[config.mk]
export PLATFORM = sky130hd
export DESIGN_NAME = mmio_timer_array
export DESIGN_NICKNAME = d
export VERILOG_FILES = /design/src/rtl/timer_pkg.sv /design/src/rtl/timer_channel.sv /design/src/rtl/mmio_timer_array.sv
export SDC_FILE = /design/constraint.sdc
export NUM_CORES = 1
export LEC_CHECK = 0
export CORE_ASPECT_RATIO = 1.1
export CORE_MARGIN = 2
export CORE_UTILIZATION = 60
export DETAILED_ROUTE_END_ITERATION = 12
export GPL_TIMING_DRIVEN = 0
export HOLD_SLACK_MARGIN = 0.12
export PLACE_DENSITY_LB_ADDON = 0.12
export SETUP_SLACK_MARGIN = 0.05
export SLEW_MARGIN = 20
export SYNTH_ARGS = -nofsm -noshare
export SYNTH_HDL_FRONTEND = slang
export SYNTH_SLANG_ARGS = --single-unit
[constraint.sdc]
create_clock -name clk -period 4.94 [get_ports clk]
set_clock_uncertainty 0.05 [all_clocks]
set_input_delay 0.494 -clock clk [delete_from_list [all_inputs] [get_ports clk]]
set_output_delay 0.494 -clock clk [all_outputs]
set_load 0.02 [all_outputs]
[src/rtl/timer_pkg.sv]
`default_nettype none
// ============================================================================
//  Module   : timer_pkg
//  Purpose  : Shared definitions for the MMIO timer array: channel FSM
//             encoding, register offsets, CTRL bit positions, MODE codes.
//  Revision : 1.0 - initial release
// ============================================================================
package timer_pkg;

    // Per-channel FSM states
    typedef enum logic [1:0] {
        ST_IDLE = 2'd0,
        ST_LOAD = 2'd1,
        ST_CNT  = 2'd2,
        ST_INT  = 2'd3
    } timer_state_e;

    // Register offsets inside one 16-byte channel slot
    localparam logic [3:0] OFF_CTRL   = 4'h0;
    localparam logic [3:0] OFF_PRESET = 4'h4;
    localparam logic [3:0] OFF_COUNT  = 4'h8;
    localparam int         CH_STRIDE  = 16;

    // CTRL bit positions
    localparam int CTRL_EN      = 0;
    localparam int CTRL_MODE_LO = 1;
    localparam int CTRL_MODE_HI = 2;
    localparam int CTRL_IM      = 3;
    localparam int CTRL_PS_LO   = 8;
    localparam int CTRL_PS_HI   = 15;

    // MODE encodings; 1x is reserved and behaves as one-shot
    localparam logic [1:0] MODE_ONESHOT = 2'b00;
    localparam logic [1:0] MODE_AUTO    = 2'b01;

endpackage : timer_pkg
`default_nettype wire

[src/rtl/timer_channel.sv]
`default_nettype none
// ============================================================================
//  Module   : timer_channel
//  Purpose  : One countdown channel: CTRL/PRESET/COUNT registers, the
//             IDLE/LOAD/CNT/INT FSM, interrupt flag and optional prescaler
//             (enabled by macro TIMER_PRESCALE_EN).
//  Revision : 1.0 - initial release
// ============================================================================
module timer_channel
    import timer_pkg::*;
(
    input  logic        clk,
    input  logic        rst,
    input  logic        ctrl_we_i,
    input  logic        preset_we_i,
    input  logic [31:0] wdata_i,
    output logic [31:0] ctrl_o,
    output logic [31:0] preset_o,
    output logic [31:0] count_o,
    output logic        irq_o
);

    timer_state_e state_q, state_d;
    logic         en_q, en_d;
    logic [1:0]   mode_q, mode_d;
    logic         im_q, im_d;
    logic         flag_q, flag_d;
    logic [31:0]  preset_q, preset_d;
    logic [31:0]  count_q, count_d;
    logic         w_tick;

`ifdef TIMER_PRESCALE_EN
    logic [7:0]   ps_q, ps_d;
    logic [7:0]   pscnt_q, pscnt_d;

    // ">=" keeps the prescaler sane if PS is lowered while counting
    assign w_tick = (pscnt_q >= ps_q);
    assign ctrl_o = {16'd0, ps_q, 4'd0, im_q, mode_q, en_q};
`else
    assign w_tick = 1'b1;
    assign ctrl_o = {28'd0, im_q, mode_q, en_q};
`endif

    assign preset_o = preset_q;
    assign count_o  = count_q;
    assign irq_o    = flag_q & im_q;

    // Next-state logic: FSM step, then bus writes which override EN/MODE/flag
    always_comb begin
        state_d  = state_q;
        en_d     = en_q;
        mode_d   = mode_q;
        im_d     = im_q;
        flag_d   = flag_q;
        count_d  = count_q;
        preset_d = preset_we_i ? wdata_i : preset_q;
`ifdef TIMER_PRESCALE_EN
        ps_d     = ps_q;
        pscnt_d  = pscnt_q;
`endif

        case (state_q)
            ST_IDLE: begin
                if (en_q) state_d = ST_LOAD;
            end
            ST_LOAD: begin
                count_d = preset_q;
`ifdef TIMER_PRESCALE_EN
                pscnt_d = 8'd0;
`endif
                state_d = (preset_q == 32'd0) ? ST_INT : ST_CNT;
            end
            ST_CNT: begin
                if (!en_q) begin
                    state_d = ST_IDLE;
                end else if (w_tick) begin
`ifdef TIMER_PRESCALE_EN
                    pscnt_d = 8'd0;
`endif
                    // COUNT never sits at 0 here, so no wrap can occur
                    if (count_q > 32'd1) begin
                        count_d = count_q - 32'd1;
                    end else begin
                        count_d = 32'd0;
                        state_d = ST_INT;
                    end
                end else begin
`ifdef TIMER_PRESCALE_EN
                    pscnt_d = pscnt_q + 8'd1;
`endif
                end
            end
            ST_INT: begin
                if (mode_q == MODE_AUTO) begin
                    state_d = ST_LOAD;
                end else begin
                    en_d    = 1'b0;
                    state_d = ST_IDLE;
                end
            end
            default: state_d = ST_IDLE;
        endcase

        // Flag rises on entry to INT; in auto-reload it lasts only that cycle
        if (state_d == ST_INT) begin
            flag_d = 1'b1;
        end else if (mode_q == MODE_AUTO) begin
            flag_d = 1'b0;
        end

        // A CTRL write wins over anything the FSM did this cycle
        if (ctrl_we_i) begin
            en_d   = wdata_i[CTRL_EN];
            mode_d = wdata_i[CTRL_MODE_HI:CTRL_MODE_LO];
            im_d   = wdata_i[CTRL_IM];
            flag_d = 1'b0;
`ifdef TIMER_PRESCALE_EN
            ps_d   = wdata_i[CTRL_PS_HI:CTRL_PS_LO];
`endif
        end
    end

    // State register with synchronous reset
    always_ff @(posedge clk) begin
        if (rst) begin
            state_q  <= ST_IDLE;
            en_q     <= 1'b0;
            mode_q   <= MODE_ONESHOT;
            im_q     <= 1'b0;
            flag_q   <= 1'b0;
            preset_q <= 32'd0;
            count_q  <= 32'd0;
`ifdef TIMER_PRESCALE_EN
            ps_q     <= 8'd0;
            pscnt_q  <= 8'd0;
`endif
        end else begin
            state_q  <= state_d;
            en_q     <= en_d;
            mode_q   <= mode_d;
            im_q     <= im_d;
            flag_q   <= flag_d;
            preset_q <= preset_d;
            count_q  <= count_d;
`ifdef TIMER_PRESCALE_EN
            ps_q     <= ps_d;
            pscnt_q  <= pscnt_d;
`endif
        end
    end

endmodule : timer_channel
`default_nettype wire

[src/rtl/mmio_timer_array.sv]
`default_nettype none
// ============================================================================
//  Module   : mmio_timer_array
//  Purpose  : NCH-channel memory-mapped countdown timer. Decodes the bus
//             window into 16-byte channel slots, muxes read data and ORs
//             the per-channel interrupts. Optional per-channel prescaler
//             is enabled by macro TIMER_PRESCALE_EN.
//  Revision : 1.0 - initial release
// ============================================================================
module mmio_timer_array
    import timer_pkg::*;
#(
    parameter int NCH = 2,
    parameter int AW  = 8
) (
    input  logic           clk,
    input  logic           rst,
    input  logic           we,
    input  logic [AW-1:0]  addr,
    input  logic [31:0]    wdata,
    output logic [31:0]    rdata,
    output logic [NCH-1:0] irq,
    output logic           irq_any
);

    localparam int CH_W = AW - 4;

    logic [NCH-1:0] w_sel;
    logic [3:0]     w_off;
    logic [31:0]    w_ctrl   [NCH];
    logic [31:0]    w_preset [NCH];
    logic [31:0]    w_count  [NCH];
    logic           w_unused_addr;

    // Word offset within the slot; byte lanes are not decoded
    assign w_off         = {addr[3:2], 2'b00};
    assign w_unused_addr = ^addr[1:0];

    generate
        for (genvar c = 0; c < NCH; c++) begin : g_ch
            assign w_sel[c] = (addr[AW-1:4] == CH_W'(c));

            timer_channel u_chan (
                .clk         (clk),
                .rst         (rst),
                .ctrl_we_i   (we && w_sel[c] && (w_off == OFF_CTRL)),
                .preset_we_i (we && w_sel[c] && (w_off == OFF_PRESET)),
                .wdata_i     (wdata),
                .ctrl_o      (w_ctrl[c]),
                .preset_o    (w_preset[c]),
                .count_o     (w_count[c]),
                .irq_o       (irq[c])
            );
        end
    endgenerate

    assign irq_any = |irq;

    // Zero-latency read mux; unmapped slots and the reserved word read 0
    always_comb begin
        rdata = 32'd0;
        for (int c = 0; c < NCH; c++) begin
            if (w_sel[c]) begin
                case (w_off)
                    OFF_CTRL:   rdata = w_ctrl[c];
                    OFF_PRESET: rdata = w_preset[c];
                    OFF_COUNT:  rdata = w_count[c];
                    default:    rdata = 32'd0;
                endcase
            end
        end
    end

endmodule : mmio_timer_array
`default_nettype wire

# Word-level counts from Yosys, hierarchy flattened
# Cells that the tools add are included.
# totals
regBits	142
out_inout_bits	35
word_cells	94
# classes
add_sub_neg	2
order_cmp	2
eq_ne	17
mux	32
bitwise_logic	2
reduce_logical	25
# ops
operator	n
$mux W32	6
$pmux W32 S3	2
$pmux W32 S2	2
$gt A32 B1 Y1 const B	2
$logic_not A32 Y1	2
$sub A32 B1 Y32 const B	2
$pmux W2 S4	2
$eq A2 B2 Y1 const B	7
$mux W1	14
$mux W2	6
$reduce_bool A2 Y1	6
$eq A2 B1 Y1 const B	5
$logic_not A4 Y1	2
$ne A2 B1 Y1 const B	4
$reduce_and A2 Y1	4
$logic_and A1 B1 Y1	6
$reduce_or A2 Y1	3
$eq A4 B1 Y1 const B	1
$logic_not A2 Y1	2
$and A1 B1 Y1	2

# Depth between registers and ports, before layout
# Gate-level depths: netlist of run 1.
# logic_depth
word_depth	6
ltp_mapped	10

# Modules after synthesis
# Synthesis of run 1 repeated with hierarchy kept, for this count alone.
# unflattened
cells_unflattened	1122
hier_area_um2	9435.3
# by_module_without_submodules
module	instances	cells_each	area_each_um2	seq_area_each_um2
timer_channel	2	461	3878.7	1421.4
mmio_timer_array	1	200	1677.9	0.0

# Worst setup path before layout of run 1
# Ideal clock, no wire load.
# synth_path
kind	input -> output
start	input addr[3]
end	output rdata[19]
arrival_time_ns	2.180
t_required_ns	4.396
setup_slack_ns	2.216
cell_stages	6
path_cell_list	clkbuf_1 -> nor2b_1 -> clkbuf_1 -> buf_1 -> a22oi_1 -> o22ai_1
# synth_via
elab_chain_cells	4
# synth_lines
item	line_no	rtl
start, declared	mmio_timer_array.sv:19	input logic [AW-1:0] addr,
$eq A2 B2 Y1 (tied with other cells)	mmio_timer_array.sv:64	case (w_off)
$pmux W32 S3	mmio_timer_array.sv:64	
$mux W32	mmio_timer_array.sv:63	if (w_sel[c]) begin
$mux W32 (*)	mmio_timer_array.sv:63	
end, declared	mmio_timer_array.sv:21	output logic [31:0] rdata,
# Mark *: on every way between the ends. The rest lies on a longest branch, timed or not.

# Worst setup path in the final report of run 1
# layout_path
start	input addr[3]
end	output rdata[31]
# Same word-level chain as after synthesis.

==> results of run 1 <==
power by group through the flow:
stage | registers [mW] | clock network [mW] | logic [mW]
global route | 1.16 | 1.37 | 0.252
floorplan | 1.18 | 0 | 0.133
finish | 1.16 | 1.34 | 0.237
CTS | 1.16 | 1.33 | 0.229
detailed placement | 1.19 | 0 | 0.225
global placement | 1.19 | 0 | 0.225
layout make-up:
class                      count  area, sq um
multi-input combinational    857         4810
fill                        1053         3570
sequential                   142         2840
timing repair buffer          74          741
clock buffer                  19          443
buffer                        88          355
tap                          161          201
clock inverter                13          164
inverter                      10         37.5
final timing paths:
path                                            startpoint                    endpoint  cells after the start
worst min-delay path            g_ch[1].u_chan.preset_o[6]  g_ch[1].u_chan.preset_o[6]                      2
worst max-delay path                               addr[3]                   rdata[31]                      8
worst min register to register  g_ch[1].u_chan.preset_o[6]  g_ch[1].u_chan.preset_o[6]                      2
worst max register to register   g_ch[0].u_chan.count_o[1]  g_ch[0].u_chan.count_o[28]                      8
registers in the layout, indices dropped and copies added (netlist names):
name                  cells
g_ch.u_chan.count_o      64
g_ch.u_chan.preset_o     64
g_ch.u_chan.flag_q        2
g_ch.u_chan.im_q          2
g_ch.u_chan.state_q       4
g_ch.u_chan.mode_q        4
g_ch.u_chan.en_q          2
cell usage in the layout (no fill, tap or decap), types with 27 or more instances in the layout:
cell and n:
clkbuf_1 73, nand2_1 207, nor4_1 30, clkdlybuf4s50_1 74, a22oi_1 63, o22ai_1 32
a21oi_1 112, o21ai_0 56, a211oi_1 27, dfxtp_1 142, nand3_1 28, nor2_1 79
nor3_1 36
Yosys cell counts, types with 17 or more instances:
library cell,number,area [sq um]
a211oi_1,27,203
a21oi_1,112,561
a22oi_1,63,473
a32oi_1,17,149
clkbuf_1,72,270
dfxtp_1,142,2840
nand2_1,207,777
nand3_1,28,140
nor2_1,79,297
nor3_1,36,180
nor4_1,30,188
o21ai_0,56,280
o22ai_1,32,200
cells by family after synthesis:
family | count (synthesis) | synth area share, %
AND/OR/NAND/NOR | 465 | 27.4
AO/OA/AOI/OAI | 364 | 28.9
XOR/XNOR | 10 | 1.09
buffers and inverters | 98 | 4.89
multiplexers | 14 | 1.74
flip-flops | 142 | 35.4
adder cells (fa/ha/maj) | 4 | 0.623
layer usage:
layer  global-route usage, %  vias up  part of all wire, %  wire (microns)
met5                       0        -                    0               0
met4                    24.7        0                  6.0            1820
met3                    8.48      152                  9.7            2940
met2                    67.6      653                   46           13900
met1                    54.5     4244                   39           11700
li1                        -     4256                    -               -
worst max-delay path: stages:
cell	delay, ns
clkdlybuf4s50_1	0.48
clkbuf_1	0.57
nor2b_1	0.25
clkbuf_1	0.51
buf_1	0.56
a22oi_1	0.25
o22ai_1	0.29
clkdlybuf4s50_1	0.66
stage by stage:
stage	std cells	hold WS (ns)	utilization [%]
floorplan	1097	0.407	-
global placement	1332	0.422	68.2
detailed placement	1332	0.428	68.2
CTS	1364	0.437	72.8
global route	1364	0.469	72.9
finish	1364	0.436	72.9
==> reports/results.txt, run 1 <==
HP Class = flip-flop to flip-flop
Final ANT Viol Nets = 0
Remaining Overflow, GRT = 0
WL/cell = 22.3 microns
Final Cell Area = 9590 sq um
Synth Cell Area = 8040 sq um
largest buffer count on any clock path = 2
nets = 1237
Seq/Total Area, Yosys = 35.4%
synthesized instance count = 1097
CP Capture Type = output port
gpl congestion = 1.01
DR iter-0 viols = 1307
R2R setup slack = 1.80 ns
Cell Area, Placed = 8980 sq um
DIE HEIGHT = 125 microns
vias in the first global route = 8639
# IOs = 78
Fin Setup TNS = 0 ns
wire length of the first global-routing pass = 47.6 mm
final WL = 30.4 mm
largest net degree at the start of global routing = 17
Clock transition at path regs = 0.06 ns
run status = finished, final reports clean
EDFF count, synth = 0
proportion of layout cells with a drive suffix above 1 = 4.32%
Pwr Density = 286 nW/um^2
fmax = 217 MHz
Static Leak = 3.18 nW
Yosys reg bits = 142
switching power share of the total = 25.4%
via count = 9305
FP Rows = 44
Startpoint Class = input port
Mean Syn Cell Area = 7.32 sq um
post-CTS sizing = 0
Critical Setup Path Class = input port to output port
die width = 114 microns
Tot Pwr = 2.74 mW
Initial Utilization = 61.1%
period utilisation layout = 93.2%
dominant synthesized flop cell = dfxtp_1
CP arrival = 4.06 ns
worst-path maximum fanout = 10
Root Buffer = clkbuf_16
clk sinks = 142
Max-slew headroom = 33.8%
Num CTS Buffers = 17
Clock power frac = 48.9%
Post-CTS Setup Repair Bufs = 0
yosys warns = 0
Max-Cap Viols = 0
net switching power = 0.697 mW
Port Buf Inserts = 74
Power Internal = 2.04 mW
DRT Pass-1 Iters = 6
Slew @ Worst Pin = 0.984 ns
combinational share of power = 8.7%
post-detail-place hpwl = 22.8 mm
Post-route DRC = 0
setup ws final = 0.335 ns
Worst Path Required = 4.40 ns
CTS Hold Bufs = 0
Clock Latency Late Sink = 0.44 ns
diodes inserted = 0
final hold violations = 0
Flop pwr share = 42.4%
initial antenna violation count = 0
die footprint = 14300 sq um
Peak VDD IR = 0.250 mV
CTS tree = done
total core area = 13200 sq um
GRT Total Usage = 42.9%
Yosys cell types = 63
H-tree depth = 4
Setup WS pre-CTS = 0.404 ns
Net Count, Synth = 1144
endpoints failing setup = 0
asr flop ratio synth = 0%
min cycle time layout = 4.60 ns
RSZ-0062 raised after global routing = false
Synth-to-Final Area Change = 19.4%
via density per instance = 6.82
max-slew violations = 0
No activity file was read; power rests on OpenSTA's default activity.
==> run 2: changes to the inputs <==
GPL_TIMING_DRIVEN = unset   (was 0)
RECOVER_POWER = 50   (was unset)
==> run 2 against run 1 <==
  * The flow now finishes with violations (max-capacitance violations, max-slew violations)
  * Critical endpoint is now g_ch[0].u_chan.count_o[6]
  * Wire length decreased by 11%
  * Largest power group unchanged
  * Critical path type is now flip-flop to flip-flop
  * Register-to-register slack got worse by 0.88 ns
  * Highest routed layer unchanged
  * Final cell count decreased by 5.4%
  * Cell area decreased by 2.7%
==> reports/results.txt, run 2 (synthesis results as in run 1) <==
# IOs = 78
clk sinks = 142
CTS tree = done
Peak VDD IR = 0.223 mV
CP Cell Sequence = nor4_1 -> o2111ai_1 -> o41ai_4 -> o21ai_0 -> a22oi_2 -> nor2_1
post-detail-place hpwl = 18.4 mm
GRT Total Usage = 37.3%
max-slew violations = 66
via density per instance = 6.87
initial antenna violation count = 0
Slew @ Worst Pin = 1.57 ns
Max-Cap Viols = 2
gpl congestion = 1.01
Port Buf Inserts = 75
CP max-delay cell = nor4_1
largest net degree at the start of global routing = 98
most frequent cells in the layout = nand2_1 (207), dfxtp_1 (142), a21oi_1 (112)
R2R setup slack = 0.92 ns
Post-CTS Setup Repair Bufs = 0
GR peak layer = met2
min cycle time layout = 4.02 ns
nets = 1166
H-tree depth = 4
die width = 114 microns
via count = 8861
Critical path destination = g_ch[0].u_chan.count_o[6]
Final Cell Area = 9330 sq um
most common cell after layout, fill and taps aside = nand2_1
Num CTS Buffers = 17
Cell Area, Placed = 8770 sq um
Clock Latency Late Sink = 0.43 ns
period utilisation layout = 81.4%
Pwr Density = 291 nW/um^2
CP Capture Type = flip-flop
post-CTS sizing = 0
HP Class = flip-flop to flip-flop
Worst setup startpoint = g_ch[0].u_chan.count_o[4]
Final ANT Viol Nets = 0
Remaining Overflow, GRT = 0
total core area = 13200 sq um
endpoints failing setup = 0
proportion of layout cells with a drive suffix above 1 = 4.87%
run status = finished with violations
violated checks = max-capacitance violations, max-slew violations
DRT Pass-1 Iters = 6
Max-slew headroom = -4.83%
final WL = 27.0 mm
r2r startpoint = g_ch[0].u_chan.count_o[4]
final hold violations = 0
Clock transition at path regs = 0.06 ns
DR iter-0 viols = 1169
Startpoint Class = flip-flop
CTS Hold Bufs = 0
Static Leak = 3.10 nW
Critical Path Max Stage Delay = 1.14 ns
wire length of the first global-routing pass = 42.3 mm
fmax = 249 MHz
Fin Setup TNS = 0 ns
FP Rows = 44
die footprint = 14300 sq um
Global Route met1 Usage = 52.5%
Post-route DRC = 0
vias in the first global route = 7652
Initial Utilization = 61.1%
Fillers = 1057
worst reg2reg path depth = 6
Worst Path Required = 5.16 ns
CP arrival = 4.24 ns
largest buffer count on any clock path = 2
Synth-to-Final Area Change = 16.2%
M2 GR Usage = 58.1%
Critical R2R Capture = g_ch[0].u_chan.count_o[6]
Critical Setup Path Class = flip-flop to flip-flop
GR Layer Usage met3 = 5.19%
Root Buffer = clkbuf_16
RSZ-0062 raised after global routing = false
DIE HEIGHT = 125 microns
worst-path maximum fanout = 17
WL/cell = 21.0 microns
diodes inserted = 0
[run 2: cell types whose count changed in the layout (fill, tap and decap cells not counted), moves of 4 or more]
cell,before,now
buf_1,7,0
buf_2,5,0
buf_4,3,13
clkbuf_1,73,5
clkdlybuf4s50_1,74,70
dlygate4sd3_1,0,4
[run 2: area by class of cell]
cell class	instances	area (sq um)	share of cell area, %
Sequential cell	142	2840	30.5
Timing Repair Buffer	91	853	9.14
Clock buffer	18	429	4.60
Clock inverter	11	170	1.82
Multi-Input combinational cell	857	4800	51.4
Tap cell	161	201	2.16
Inverter	10	37.5	0.402
[run 2: worst min-delay path by stage]
| stage | startpoint | endpoint | slack (ns) | cells after the start |
|---|---|---|---|---|
| finish | g_ch[1].u_chan.preset_o[28] | g_ch[1].u_chan.preset_o[28] | 0.44 | 2 |
| global route | g_ch[1].u_chan.preset_o[12] | g_ch[1].u_chan.preset_o[12] | 0.46 | 2 |
| global placement | g_ch[1].u_chan.preset_o[13] | g_ch[1].u_chan.preset_o[13] | 0.42 | 2 |
| floorplan | g_ch[0].u_chan.preset_o[19] | g_ch[0].u_chan.preset_o[19] | 0.41 | 2 |
| CTS | g_ch[1].u_chan.preset_o[13] | g_ch[1].u_chan.preset_o[13] | 0.44 | 2 |
| detailed placement | g_ch[1].u_chan.preset_o[13] | g_ch[1].u_chan.preset_o[13] | 0.43 | 2 |
[run 2: metrics by stage]
stage          setup slack [ns]  total power [mW]  cells  util [%]  hold WS, ns
4_1_cts                    1.11              2.71   1290      71.2        0.437
3_5_place_dp               1.12              1.40   1261      66.7        0.427
3_3_place_gp               1.17              1.40   1261      66.7        0.422
5_1_grt                   0.861              2.78   1290      70.9        0.461
6_report                  0.921              2.72   1290      70.9        0.442
2_1_floorplan              2.22              1.32   1097         -        0.407
[run 2: power breakdown]
group | leakage (nW) | switching (mW) | internal, mW
logic | 1.67 | 0.140 | 0.0797
clock network | 0.284 | 0.502 | 0.834
registers | 1.14 | 0.0108 | 1.15
[run 2: critical path, delay by kind of cell, from the launching register on]
family / cells / cell delay (ns)
AO/OA/AOI/OAI: 4 / 2.21
AND/OR/NAND/NOR: 2 / 1.21
flip-flops: 1 / 0.40
[run 2: metal layers]
metal	routed length, microns	vias to the layer above
met1	11300	4164
met2	12600	523
li1	-	4105
met4	822	0
met3	2390	69
met5	0	-
==> run 3: changes to the inputs <==
CORE_UTILIZATION = 52   (was 60)
clock period = 3.6 ns   (was 4.94 ns; I/O delays follow)
==> run 3 against run 2 <==
  * Critical endpoint is now rdata[11]
  * Sequential cell count unchanged
  * Power increased by 42%
  * Final cell count increased by 4.0%
  * Largest power group unchanged
  * Global-route usage decreased by 2.7 points
  * Via count is 0.50% lower
  * Wire length rose by 3.7%
  * Clock-buffer cell count up 1
  * The flow now finishes without violations
  * Critical path depth is the same
  * Utilization is 7.5 points lower
  * Sequential share of layout area decreased by 0.79 points
  * Critical path type is now input port to output port
  * Die area grew 15%
==> reports/results.txt, run 3 (synthesis results as in run 1) <==
run status = finished, final reports clean
most frequent cells in the layout = nand2_1 (207), dfxtp_1 (142), a21oi_1 (112)
worst hold margin = 0.446 ns
Root Buffer = clkbuf_16
most common cell after layout, fill and taps aside = nand2_1
Hold Crit Start = g_ch[1].u_chan.preset_o[11]
fmax = 313 MHz
wire length of the first global-routing pass = 44.8 mm
vias in the first global route = 8091
diodes inserted = 0
Remaining Overflow, GRT = 0
HP Class = flip-flop to flip-flop
final hold violations = 0
Max-Cap Viols = 0
DIE HEIGHT = 134 microns
post-detail-place hpwl = 19.6 mm
Critical Setup Path Class = input port to output port
period utilisation layout = 88.9%
die width = 123 microns
WL/cell = 20.9 microns
die footprint = 16500 sq um
largest buffer count on any clock path = 2
worst-path maximum fanout = 20
Clock Latency Late Sink = 0.43 ns
gpl congestion = 0.980
Post-CTS Setup Repair Bufs = 0
Critical R2R Capture = g_ch[0].u_chan.count_o[17]
min cycle time layout = 3.20 ns
Worst Path Required = 3.19 ns
post-CTS sizing = 0
largest net degree at the start of global routing = 74
clk sinks = 142
WHS Path Cells = 2
CP Capture Type = output port
DR iter-0 viols = 1095
Initial Utilization = 53.2%
R2R setup slack = 0.74 ns
worst reg2reg path depth = 7
CP arrival = 2.79 ns
via density per instance = 6.57
Post-route DRC = 0
DRT Pass-1 Iters = 6
RSZ-0062 raised after global routing = false
CTS tree = done
Synth-to-Final Area Change = 19.2%
Peak VDD IR = 0.385 mV
Num CTS Buffers = 17
via count = 8817
Slew @ Worst Pin = 1.43 ns
H-tree depth = 4
Max-slew headroom = 4.81%
nets = 1179
Fin Setup TNS = 0 ns
hold worst-path end = g_ch[1].u_chan.preset_o[11]
FP Rows = 47
initial antenna violation count = 0
proportion of layout cells with a drive suffix above 1 = 6.03%
CTS Hold Bufs = 0
GRT Total Usage = 34.6%
r2r startpoint = g_ch[0].u_chan.count_o[4]
Pwr Density = 404 nW/um^2
final WL = 28.0 mm
endpoints failing setup = 0
# IOs = 78
Startpoint Class = input port
total core area = 15100 sq um
Static Leak = 3.20 nW
Clock transition at path regs = 0.06 ns
max-slew violations = 0
Final ANT Viol Nets = 0
Port Buf Inserts = 75
run 3: critical path, cell delays in order:
cell and delay (ns):
dlygate4sd3_1 0.70, nor2b_1 0.31, buf_4 0.32, a22oi_1 0.15, o22ai_1 0.28, clkdlybuf4s50_1 0.66
run 3: final cells by class:
type | instances | area (sq um)
Tap cell | 196 | 245
Inverter | 10 | 37.5
Clock inverter | 13 | 213
Clock buffer | 19 | 433
Fill cell | 1342 | 5530
Timing Repair Buffer | 104 | 1000
Multi-Input combinational cell | 857 | 4810
Sequential cell | 142 | 2840
run 3: stage by stage:
step / setup slack, ns / total power, mW / utilization (%) / instances / area [sq um]
floorplan: 1.14 / 1.80 / - / 1097 / 8040
detailed placement: 0.470 / 1.93 / 59.3 / 1309 / 8960
global placement: 0.496 / 1.93 / 59.3 / 1309 / 8960
finish: 0.401 / 3.87 / 63.4 / 1341 / 9580
global route: 0.280 / 3.97 / 63.4 / 1341 / 9580
CTS: 0.463 / 3.87 / 63.6 / 1341 / 9610
run 3: power by group:
part / total (mW) / switching, mW / internal (mW) / leakage (nW)
Sequential: 1.59 / 0.0143 / 1.58 / 1.14
Combinational: 0.313 / 0.195 / 0.118 / 1.75
Clock: 1.96 / 0.729 / 1.23 / 0.304
run 3: metal layers:
layer  part of all wire, %  vias up  global-route usage [%]
li1                      -     4140                       -
met5                     0        -                       0
met1                    43     4148                    49.1
met3                   7.9       66                    4.12
met2                    46      463                    53.7
met4                   3.2        0                    12.9
run 3: worst max-delay path by stage:
| stage | startpoint | end | slack, ns | depth (start not counted) |
|---|---|---|---|---|
| after floorplan | addr[3] | rdata[19] | 1.14 | 6 |
| after global placement | addr[3] | rdata[30] | 0.50 | 6 |
| after detailed placement | addr[3] | rdata[30] | 0.47 | 6 |
| after CTS | addr[3] | rdata[30] | 0.46 | 6 |
| after global routing | addr[3] | g_ch[1].u_chan.preset_o[28] | 0.28 | 8 |
| final | addr[3] | rdata[11] | 0.40 | 6 |
==> RTL change: new RTL, config.mk and constraints of run 3 <==
Add an input register stage for `we`, `addr` and `wdata`, without a reset; this delays them by one clock.
--- a/src/rtl/mmio_timer_array.sv
+++ b/src/rtl/mmio_timer_array.sv
@@ -26,4 +26,14 @@
     localparam int CH_W = AW - 4;
 
+    logic we_q;
+    logic [AW-1:0] addr_q;
+    logic [31:0] wdata_q;
+
+    always_ff @(posedge clk) begin
+        we_q    <= we;
+        addr_q  <= addr;
+        wdata_q <= wdata;
+    end
+
     logic [NCH-1:0] w_sel;
     logic [3:0]     w_off;
@@ -34,17 +44,17 @@
 
     // Word offset within the slot; byte lanes are not decoded
-    assign w_off         = {addr[3:2], 2'b00};
-    assign w_unused_addr = ^addr[1:0];
+    assign w_off         = {addr_q[3:2], 2'b00};
+    assign w_unused_addr = ^addr_q[1:0];
 
     generate
         for (genvar c = 0; c < NCH; c++) begin : g_ch
-            assign w_sel[c] = (addr[AW-1:4] == CH_W'(c));
+            assign w_sel[c] = (addr_q[AW-1:4] == CH_W'(c));
 
             timer_channel u_chan (
                 .clk         (clk),
                 .rst         (rst),
-                .ctrl_we_i   (we && w_sel[c] && (w_off == OFF_CTRL)),
-                .preset_we_i (we && w_sel[c] && (w_off == OFF_PRESET)),
-                .wdata_i     (wdata),
+                .ctrl_we_i   (we_q && w_sel[c] && (w_off == OFF_CTRL)),
+                .preset_we_i (we_q && w_sel[c] && (w_off == OFF_PRESET)),
+                .wdata_i     (wdata_q),
                 .ctrl_o      (w_ctrl[c]),
                 .preset_o    (w_preset[c]),
Check against the original RTL: not equivalent (Yosys sat finds a counterexample within 4 cycles, from zero or initial values and one cycle with rst high).
==> RTL change against run 3 <==
  * Sequential cell count grew 39
  * Area after synthesis grew 13%
  * Total power is 9.1% higher
  * Setup slack worse by 0.15 ns
  * Sequential power increased by 30%
  * First-iteration DRC count grew 40%
  * Maximum frequency shrank 4.4%
  * Routed wire length up 12%
  * Core utilization is 1.6 points lower
  * Cell area up 10%
  * Critical path type is now reg -> out
  * Critical endpoint is now rdata[31]
==> RTL change: results (changes against run 3) <==
Power
  • Max VDD drop: 0.328 mV (was 0.385 mV)
  • Leakage Power: 3.64 nW (was 3.20 nW)
  • Power Total: 4.22 mW (was 3.87 mW)
  • P_seq: 2.06 mW (was 1.59 mW)

Timing
  • WHS: 0.409 ns (was 0.446 ns)
  • Worst rel slew slack: 23.5% (was 4.81%)

Logic synthesis
  • Sequential fraction of the synthesis area: 39.8% (was 35.4%)
  • Yosys cell types: 69 (was 63)
  • Synth cell count leaders: 190 x nand2_1, 181 x dfxtp_1, 105 x a21oi_1, 72 x clkbuf_1, 59 x a22oi_1 (was 207 x nand2_1, 142 x dfxtp_1, 112 x a21oi_1, 79 x nor2_1, 72 x clkbuf_1)
  • Xor/xnor share of the synthesized area: 0.385% (was 1.09%)
  • Mux cell area share after synthesis: 1.79% (was 1.74%)
  • Main area contributors after synthesis: dfxtp_1 40%, nand2_1 7.8%, a21oi_1 5.8% (was dfxtp_1 35%, nand2_1 9.7%, a21oi_1 7.0%)
  • Synth Area in Compound Gates: 26.5% (was 28.9%)
  • Post-Synth Adder-Cell Area: 0.549% (was 0.623%)

Worst setup path
  • Reg2Reg Depth: 5 (was 7)
  • CP Max Fanout: 67 (was 20)
  • Crit-path slowest cell: dfxtp_1 (was dlygate4sd3_1)
  • Worst EP arrival: 2.94 ns (was 2.79 ns)

Drt
  • Met3 routed wirelength: 3120 um (was 2210 um)
  • Initial drt markers: 1,528 (was 1,095)
  • Via density: 6.79 (was 6.57)
  • Routed len/inst: 22.2 um (was 20.9 um)

Final layout
  • Layout cells sized above 1: 5.94% (was 6.03%)

Global routing
  • First-pass GRT wire length: 49,200 um (was 44,800 um)
  • Vias in the first global route: 8,570 (was 8,091)
  • Gr usage total: 34.2% (was 34.6%)
  • GR Layer Usage met2: 52.2% (was 53.7%)

Placement
  • Dpl ws: 0.879 ns (was 0.470 ns)
  • Routability cong.: 0.970 (was 0.980)

Hold path
  • Hold Crit Start: wdata_q[12] (was g_ch[1].u_chan.preset_o[11])

Run status
  • Status: complete, no violations (unchanged)
-- RTL change: cell count changes after synthesis, moves of 10 or more --
| cell | run 3 | this run |
|---|---|---|
| a211oi_1 | 27 | 4 |
| a31oi_1 | 14 | 28 |
| dfxtp_1 | 142 | 181 |
| nand2_1 | 207 | 190 |
| nand3_1 | 28 | 50 |
| nand4_1 | 12 | 22 |
| nor2_1 | 79 | 40 |
| nor3_1 | 36 | 25 |
| nor4_1 | 30 | 44 |
| o211ai_1 | 2 | 15 |
| o21ai_0 | 56 | 24 |
| o22ai_1 | 32 | 43 |
-- RTL change: metrics by stage --
stage	area, sq um	instances
6_report	10600	1412
5_1_grt	10600	1412
4_1_cts	10600	1412
3_5_place_dp	10000	1381
3_3_place_gp	10000	1381
2_1_floorplan	9110	1139
-- RTL change: final cells by class --
class                   instances  area share, %
flip-flops and latches        181           34.3
repair buffers                101           9.03
clock buffers                  19           4.20
inverters                      17          0.605
clock inverters                12           1.51
well taps                     234           2.77
multi-input cells             848           47.6
